===== config.mk =====
export PLATFORM = sky130hd
export DESIGN_NAME = mem_dma
export DESIGN_NICKNAME = d
export VERILOG_FILES = /design/src/rtl/mem_dma.sv
export SDC_FILE = /design/constraint.sdc
export NUM_CORES = 1
export LEC_CHECK = 0
export BUFFER_PORTS_ARGS = -buffer_cell sky130_fd_sc_hd__buf_2
export CORE_UTILIZATION = 35
export DETAILED_ROUTE_END_ITERATION = 12
export GPL_TIMING_DRIVEN = 0
export PLACE_DENSITY = 0.57
export SETUP_SLACK_MARGIN = 0.1
export SKIP_CTS_REPAIR_TIMING = 1
export SKIP_LAST_GASP = 1
export SYNTH_ARGS = -nofsm -noshare
export SYNTH_HDL_FRONTEND = slang
export SYNTH_SLANG_ARGS = --single-unit

===== constraint.sdc =====
create_clock -name clk -period 1.94 [get_ports clk]
set_input_delay 0.388 -clock clk [delete_from_list [all_inputs] [get_ports clk]]
set_output_delay 0.388 -clock clk [all_outputs]
set_load 0.02 [all_outputs]

===== src/rtl/mem_dma.sv =====
// Byte-wide memory DMA engine: copies a block (read/write pair per byte) or fills
// a block with a constant, walking addresses upward with modulo-256 wrap.
module mem_dma (
    input  logic       clk,
    input  logic       rst_n,
    input  logic       start,
    input  logic       mode,
    input  logic [7:0] src_addr,
    input  logic [7:0] dst_addr,
    input  logic [7:0] len,
    input  logic [7:0] fill_val,
    input  logic       abort,
    input  logic [7:0] mem_rdata,
    output logic [7:0] mem_addr,
    output logic [7:0] mem_wdata,
    output logic       mem_wr_en,
    output logic       busy,
    output logic       done,
    output logic [7:0] xfer_cnt
);

    typedef enum logic [1:0] {IDLE, RD, WR, DONE} state_t;

    state_t     state;
    logic       mode_q;
    logic [7:0] src_ptr;
    logic [7:0] dst_ptr;
    logic [7:0] remain;
    logic [7:0] fill_q;
    logic [7:0] hold;

    // NOTE: state uses non-blocking assignments so every register samples pre-edge values.
    always_ff @(posedge clk or negedge rst_n) begin
        if (!rst_n) begin
            state    <= IDLE;
            mode_q   <= 1'b0;
            src_ptr  <= 8'h00;
            dst_ptr  <= 8'h00;
            remain   <= 8'h00;
            fill_q   <= 8'h00;
            hold     <= 8'h00;
            xfer_cnt <= 8'h00;
        end else begin
            case (state)
                IDLE: begin
                    if (start) begin
                        mode_q   <= mode;
                        src_ptr  <= src_addr;
                        dst_ptr  <= dst_addr;
                        remain   <= len;
                        fill_q   <= fill_val;
                        xfer_cnt <= 8'h00;
                        if (len == 8'h00)
                            state <= DONE;
                        else if (mode)
                            state <= WR;
                        else
                            state <= RD;
                    end
                end
                RD: begin
                    hold  <= mem_rdata;
                    state <= abort ? DONE : WR;
                end
                WR: begin
                    // The write of this cycle commits at this edge even when aborting.
                    xfer_cnt <= xfer_cnt + 8'd1;
                    dst_ptr  <= dst_ptr + 8'd1;
                    if (!mode_q)
                        src_ptr <= src_ptr + 8'd1;
                    remain <= remain - 8'd1;
                    if (abort || remain == 8'd1)
                        state <= DONE;
                    else if (mode_q)
                        state <= WR;
                    else
                        state <= RD;
                end
                DONE: state <= IDLE;
                default: state <= IDLE;
            endcase
        end
    end

    // Outputs decode purely from registers; no input reaches an output combinationally.
    assign busy      = (state != IDLE);
    assign done      = (state == DONE);
    assign mem_wr_en = (state == WR);
    assign mem_addr  = (state == RD) ? src_ptr :
                       (state == WR) ? dst_ptr : 8'h00;
    assign mem_wdata = (state == WR && mode_q) ? fill_q : hold;

endmodule


# Word level (Yosys, flattened, before mapping)

Cells that the tools add are included.

Register bits: 51
Bits of input ports: 45
Output and inout bits: 27
Word-level logic and storage cells: 46

$add $sub $neg: 4
Equality and inequality tests: 6
Muxes and demuxes: 19
Reduce and logical (&&, ||, !) cells: 9

Operators with widths:

| operator                                            | count |
|---|---|
| 2-to-1 mux 8 bit                                    | 8 |
| one-hot mux 8 bit (2 select lines)                  | 4 |
| adder 8 x 1 -> 8 bit, second input constant         | 3 |
| 2-to-1 mux 2 bit                                    | 5 |
| equality test 8 x 1 -> 1 bit, second input constant | 1 |
| zero test 8 bit                                     | 1 |
| one-hot mux 2 bit (4 select lines)                  | 1 |
| subtractor 8 x 1 -> 8 bit, second input constant    | 1 |
| equality test 2 bit, second input constant          | 2 |
| inequality test 2 bit, second input constant        | 2 |
| AND reduction 2 bit                                 | 2 |
| nonzero test 2 bit                                  | 2 |
| AND reduction 3 bit                                 | 1 |
| equality test 2 x 1 -> 1 bit, second input constant | 1 |
| zero test 2 bit                                     | 1 |
| logical AND 1 bit                                   | 1 |
| logical OR 1 bit                                    | 1 |
| 2-to-1 mux 1 bit                                    | 1 |

# Logic depth before layout (Yosys ltp)

Gate-level depths: netlist of run 1.

Depth after elaboration: 4
Mapped depth: 6
Gate-level depth less buffers: 5

# Worst setup path before layout of run 1

Ideal clock, no wire load.

Path type: reg-to-output
Start: register state[0]
End: output port mem_addr[1]
Arrival time: 1.471 ns
Required time: 1.552 ns
Slack: 0.081 ns
Cell stages (with the launch flop): 6
Buffers on the path: 2
Cells stage by stage: dfrtp_1 nand2b_1 buf_2 clkinv_1 buf_1 a22o_1

Cells in the longest elaborated chain, start to end: 3
Elaborated cells between the ends (all ways): 4
Those cells by class: eq/ne (2); mux (2)

Ends and longest elaborated chain:

| item                   | line | source |
|---|---|---|
| start, declared        | 24   | `state_t state;` |
| start signal, assigned | 63   | `state <= abort ? DONE : WR;` |
| equality test 2 bit    | -    |  |
| net mem_wr_en          | 16   | `output logic mem_wr_en,` |
| 2-to-1 mux 8 bit       | 90   | `(state == WR) ? dst_ptr : 8'h00;` |
| 2-to-1 mux 8 bit       | 89   | `assign mem_addr = (state == RD) ? src_ptr :` |
| end, declared          | 14   | `output logic [7:0] mem_addr,` |

The timed path passes the listed nets, and every way through them passes these cells.

# Worst setup path in the final report of run 1

Start: register state[1]
End: output port mem_addr[2]

Cells in the longest elaborated chain, start to end: 3
Elaborated cells between the ends (all ways): 4
Those cells by class: eq/ne (2); mux (2)

Ends and longest elaborated chain:

| item                 | line |
|---|---|
| equality test 2 bit  | 90 |
| 2-to-1 mux 8 bit     | 90 |
| 2-to-1 mux 8 bit (*) | 89 |

Every way passes the cells marked *; elsewhere a longest branch is shown, timed or not.

==> impl_metrics.py, run 1 <==
metrics = {
    "global_route": {
        "grt_pass1_vias": 2579,
        "grt_max_degree": 52,
        "antenna_found_initial": 0,
        "track_usage_pct": 19.3,
        "grt_overflow_total": 0,
        "grt_first_pass_wirelength_mm": 12.8,
    },
    "power_and_ir_drop": {
        "cellPowerDensity_nw_per_um2": 1760,
        "seqPwrFrac_pct": 32.0,
        "ir_drop_uv": 825,
        "internal_power_uw": 3640,
        "power_switching_share_pct": 43.2,
        "pwr-share-clk_pct": 11.6,
        "switchingPower_uw": 2770,
        "power_frac_comb_pct": 56.4,
        "p_leak_uw": 0.00173,
    },
    "final_layout": {
        "layout-drive-gt1-share_pct": 35.2,
        "fillCellCount": 769,
        "final_nets": 428,
        "register_area_um2": 1280,
        "area_delta_synth_final_pct": 28.7,
        "num_antenna_cells": 0,
        "multi_input_area_um2": 1500,
    },
    "yosys": {
        "synth_edf_count": 0,
        "synthFlopType": "dfrtp_1",
        "syn_inst": 290,
        "syn_area_um2": 2830,
        "netlist_top_cells_count": "dfrtp_1, nand2_1, mux2_2",
        "synth_warnings": 0,
        "synth_top_cell_area_share_pct": 45.1,
        "yosys.area.top_type": "dfrtp_1",
        "synth.avg_cell_area_um2": 9.76,
        "synth_most_common_cell": "dfrtp_1",
        "synthArstFlopShare_pct": 100,
        "ys_ff_latch": 51,
        "netlist_top_cells_area": "dfrtp_1, mux2_2, nand2_1",
        "yosysSeqAreaShare_pct": 45.1,
        "syn_nets": 340,
        "netlist-cell-type-count": 53,
    },
    "worst_hold_path": {
        "hp-class": "in -> reg",
    },
    "setup_path": {
        "path_max_fanout": 10,
        "cp_slowest_stage_delay_ns": 0.38,
        "critPathArrivalTime_ns": 1.75,
        "path_class": "reg -> out",
        "path_delay_family": "buffers and inverters",
        "cp.required_ns": 1.55,
        "slowest_stage": "dfrtp_1",
        "cp-start-kind": "register",
        "critPathBufInv": 4,
        "path_cells": "nand2b_1 -> buf_6 -> clkinvlp_4 -> buf_4 -> a22o_1 -> buf_2",
        "endpoint_kind": "primary output",
    },
    "placement": {
        "place.gp.congestion": 0.807,
        "io_buffers": 71,
        "preCtsSetupSlack_ns": -0.275,
        "dp_hpwl_mm": 5.54,
    },
    "sta": {
        "rsz0062_at_grt": "yes",
        "max_slew_margin_pct": 21.0,
        "fin_crit_ns": 2.14,
        "hold_ws_ns": 0.260,
        "period_share_pct": 110,
        "worst_slew_pin_slew_ns": 1.18,
        "drv_slew": 0,
        "finalSetupViolCount": 16,
        "timing.final.hold_violations": 0,
        "fin_skew_ns": 0.00796,
        "fmax_mhz": 468,
        "fin_ws_ns": -0.196,
    },
    "clock_tree": {
        "cts_max_level": 2,
        "clock_latency_ns": 0.31,
        "numCtsBuffers": 5,
        "clkSinkCount": 51,
        "cts_tree": "done",
        "cts_buffer_depth": 2,
        "clkTransAtPathRegs_ns": 0.09,
        "root_buffer": "clkbuf_8",
    },
    "floorplanning": {
        "core_area_um2": 7770,
        "die-area_um2": 8450,
        "start_util_pct": 36.4,
        "fp.dieH_um": 91.9,
        "num_io_pins": 72,
        "fp.dieW_um": 91.9,
        "core.rowCount": 32,
    },
    "outcome": {
        "violations": "negative setup slack",
        "status": "complete, but fails checks",
    },
    "routing": {
        "drt-total-wl_mm": 7.98,
        "dr.pass1.iters": 4,
        "wl_per_cell_um": 16.6,
        "drc": 0,
        "first_iter_violations": 133,
        "via_per_inst": 5.48,
        "vias": 2631,
        "ant_nets": 0,
    },
    "job": {
        "maxCapViolCount": 0,
    },
}
## cells in the final DEF, fill, tap and decap left out, types with 2 or more instances in the layout
master,instances
nor4_1,5
a22oi_1,5
o21ai_0,9
nand2_1,46
a221o_1,2
nor2b_1,2
nand2b_1,3
nand4_1,8
a211oi_1,4
and4_1,3
clkbuf_1,3
a21oi_1,7
mux2_2,9
mux2i_1,7
nand3b_1,2
clkbuf_2,3
buf_2,65
o211ai_1,10
dfrtp_1,51
mux2_4,8
nor3_1,3
clkbuf_4,2
or3b_2,3
and2_1,2
ha_1,5
o311ai_0,3
nor4bb_1,3
inv_1,6
o22ai_1,8
and3_1,3
nor2_1,8
clkbuf_8,5
nand3_1,11
buf_4,18
nor3b_1,6
o221a_2,2
buf_6,10
a22o_1,6
## worst paths after layout
check / slack [ns] / cells after the start / to / start
max in group asynchronous: 0.90 / 1 / state[0] / rst_n
hold reg to reg: 0.48 / 1 / xfer_cnt[7] / xfer_cnt[7]
min in group asynchronous: 0.31 / 1 / dst_ptr[7] / rst_n
setup / recovery: -0.20 / 6 / mem_addr[2] / state[1]
hold / removal: 0.26 / 3 / fill_q[7] / fill_val[7]
setup reg to reg: 0.23 / 4 / remain[7] / state[0]
## cells by family (layout without fill, tap and decap cells)
logic type	Yosys count	in the layout	synth area share [%]
muxes	24	24	9.24
buffers and inverters	26	114	3.71
adders and majority gates	5	5	2.21
AOI/OAI and AO/OA	68	68	17.6
and+or+nand+nor	116	116	22.2
DFF	51	51	45.1
## worst min-delay path, delay by kind of cell
family	cells	cell delay, ns
buf+inv	1	0.08
simple gates	2	0.08
## metrics by stage
step                      area [µm²]  utilization (%)  power [µW]  setup TNS, ns  instances
final                           3640             46.9        6410          -2.43        480
after floorplan                 2830                -        4150              0        290
after CTS                       3420             44.0        5860          -9.55        470
after global routing            3640             46.9        6890          -3.98        480
after global placement          3310             42.7        5070          -3.72        463
after detailed placement        3310             42.7        5110          -3.40        463
## registers in the layout, indices dropped and copies added (netlist names)
register,flops
fill_q,8
xfer_cnt,8
mode_q,1
src_ptr,8
state,2
remain,8
dst_ptr,8
hold,8
## power groups by stage
stage / clock (µW) / sequential, µW / combinational (µW)
final: 744 / 2050 / 3610
after global routing: 792 / 2150 / 3950
after detailed placement: 0 / 2050 / 3070
after floorplan: 0 / 1940 / 2210
after global placement: 0 / 2030 / 3040
after CTS: 759 / 2030 / 3080
## routing by layer
metal  part of all wire [%]  track usage, %
met5                      0               0
met4                   0.74            4.69
met1                     48            27.4
met3                    5.9            3.07
met2                     46            30.7
## area by class of cell
| class | count | share of cell area, % |
|---|---|---|
| flip-flops and latches | 51 | 35.0 |
| well taps | 102 | 3.50 |
| clock inverters | 1 | 0.824 |
| multi-input cells | 213 | 41.1 |
| plain buffers | 18 | 3.30 |
| clock buffers | 6 | 1.99 |
| inverters | 7 | 0.824 |
| repair buffers | 82 | 13.5 |
No activity file was read; power rests on OpenSTA's default activity.
==> run 2, diff against run 1 <==
CORE_UTILIZATION = 53   (was 35)
PLACE_DENSITY = 0.8   (was 0.57)
SLEW_MARGIN = 20   (was default)
==> impl_metrics.py, run 2 (synthesis gave the netlist of run 1 again) <==
metrics = {
    "placement": {
        "place.gp.congestion": 0.958,
        "placedInstanceArea_um2": 3280,
        "preCtsSetupSlack_ns": -0.267,
        "io_buffers": 71,
        "dp_hpwl_mm": 5.39,
    },
    "setup_path": {
        "path_delay_family": "buffers and inverters",
        "slowest_stage": "dfrtp_1",
        "crit-reg2reg-capture": "fill_q[3]",
        "endpoint_kind": "primary output",
        "cp.required_ns": 1.55,
        "r2r_start": "state[1]",
        "r2r_cells": 6,
        "critPathBufInv": 4,
        "path_max_fanout": 10,
        "rrSetupSlack_ns": 0.14,
        "path_cells": "nand2b_4 -> buf_6 -> clkinvlp_4 -> buf_4 -> a22o_1 -> buf_2",
        "path_class": "reg -> out",
        "cp_slowest_stage_delay_ns": 0.42,
        "critPathArrivalTime_ns": 1.78,
        "cp-start-kind": "register",
    },
    "clock_tree": {
        "clock_latency_ns": 0.31,
        "clkSinkCount": 51,
        "cts_tree": "done",
        "cts_buffer_depth": 2,
        "numCtsBuffers": 5,
        "clkTransAtPathRegs_ns": 0.09,
        "cts_max_level": 2,
        "root_buffer": "clkbuf_8",
    },
    "routing": {
        "dr.pass1.iters": 5,
        "met2_length_mm": 3.87,
        "drc": 0,
        "drt-total-wl_mm": 7.93,
        "wl_per_cell_um": 17.7,
        "highest_layer": "met4",
        "drt-met1-wl_mm": 3.31,
        "vias": 2766,
        "ant_nets": 0,
        "wl_met3_um": 622,
        "first_iter_violations": 291,
        "via_per_inst": 6.19,
    },
    "floorplanning": {
        "core_area_um2": 5140,
        "die-area_um2": 5640,
        "start_util_pct": 55.1,
        "fp.dieW_um": 75.1,
        "fp.dieH_um": 75.1,
        "core.rowCount": 26,
        "num_io_pins": 72,
    },
    "final_layout": {
        "final_area_um2": 3630,
        "final_nets": 426,
        "final_cell_mix": "buf_2, dfrtp_1, nand2_1",
        "layout_commonest_cell": "buf_2",
        "num_antenna_cells": 0,
        "utilization_pct": 70.7,
        "area_delta_synth_final_pct": 28.4,
        "layout-drive-gt1-share_pct": 35.0,
    },
    "sta": {
        "max_slew_margin_pct": 56.3,
        "period_share_pct": 112,
        "fin_ws_ns": -0.226,
        "timing.final.hold_violations": 0,
        "rsz0062_at_grt": "yes",
        "hold_ws_ns": 0.0931,
        "fin_skew_ns": 0.00683,
        "drv_slew": 0,
        "finalSetupViolCount": 18,
        "worst_slew_pin_slew_ns": 0.656,
        "fmax_mhz": 462,
        "tns_ns": -3.05,
        "fin_crit_ns": 2.17,
    },
    "global_route": {
        "grt_max_degree": 52,
        "grt_pass1_vias": 2579,
        "track_usage_pct": 29.4,
        "grt_first_pass_wirelength_mm": 12.3,
        "grt_overflow_total": 0,
        "antenna_found_initial": 0,
    },
    "power_and_ir_drop": {
        "ir_drop_uv": 909,
        "cellPowerDensity_nw_per_um2": 1810,
        "p_leak_uw": 0.00173,
    },
    "worst_hold_path": {
        "hp-class": "in -> async",
    },
    "outcome": {
        "status": "complete, but fails checks",
        "violations": "negative setup slack",
    },
    "job": {
        "maxCapViolCount": 0,
    },
}
==> run 2: per-layer routing <==
metal | vias up | track usage, %
li1 | 1262 | -
met1 | 1343 | 37.7
met2 | 144 | 48.6
met3 | 17 | 6.69
met4 | 0 | 11.1
met5 | - | 0
==> run 2: where the power goes <==
part,total [µW],internal (µW),switching [µW]
clock,771,417,354
sequential,2080,1540,539
combinational,3720,1780,1950
total,6580,3730,2840
==> run 2: worst max path at each step <==
stage | endpoint | slack, ns | start | cells past startpoint
finish | mem_addr[7] | -0.23 | state[1] | 6
global route | mem_addr[7] | -0.26 | state[1] | 6
CTS | mem_wdata[7] | -0.64 | state[1] | 6
detailed placement | mem_wdata[7] | -0.27 | state[1] | 6
global placement | mem_wdata[2] | -0.25 | state[1] | 6
floorplan | mem_wdata[0] | 0.15 | state[1] | 5
==> run 2: final cells by class <==
type                            instances  area [µm²]
Clock buffer                            6        82.6
Tap cell                               70        87.6
Buffer                                 18         116
Inverter                                7        30.0
Timing Repair Buffer                   80         504
Sequential cell                        51        1280
Clock inverter                          2        35.0
Multi-Input combinational cell        213        1500
Fill cell                             424        1510
==> run 2: stage by stage <==
stage	power, µW	instances
floorplan	4150	290
global placement	4990	431
detailed placement	5110	431
CTS	5900	439
global route	7010	447
finish	6580	447
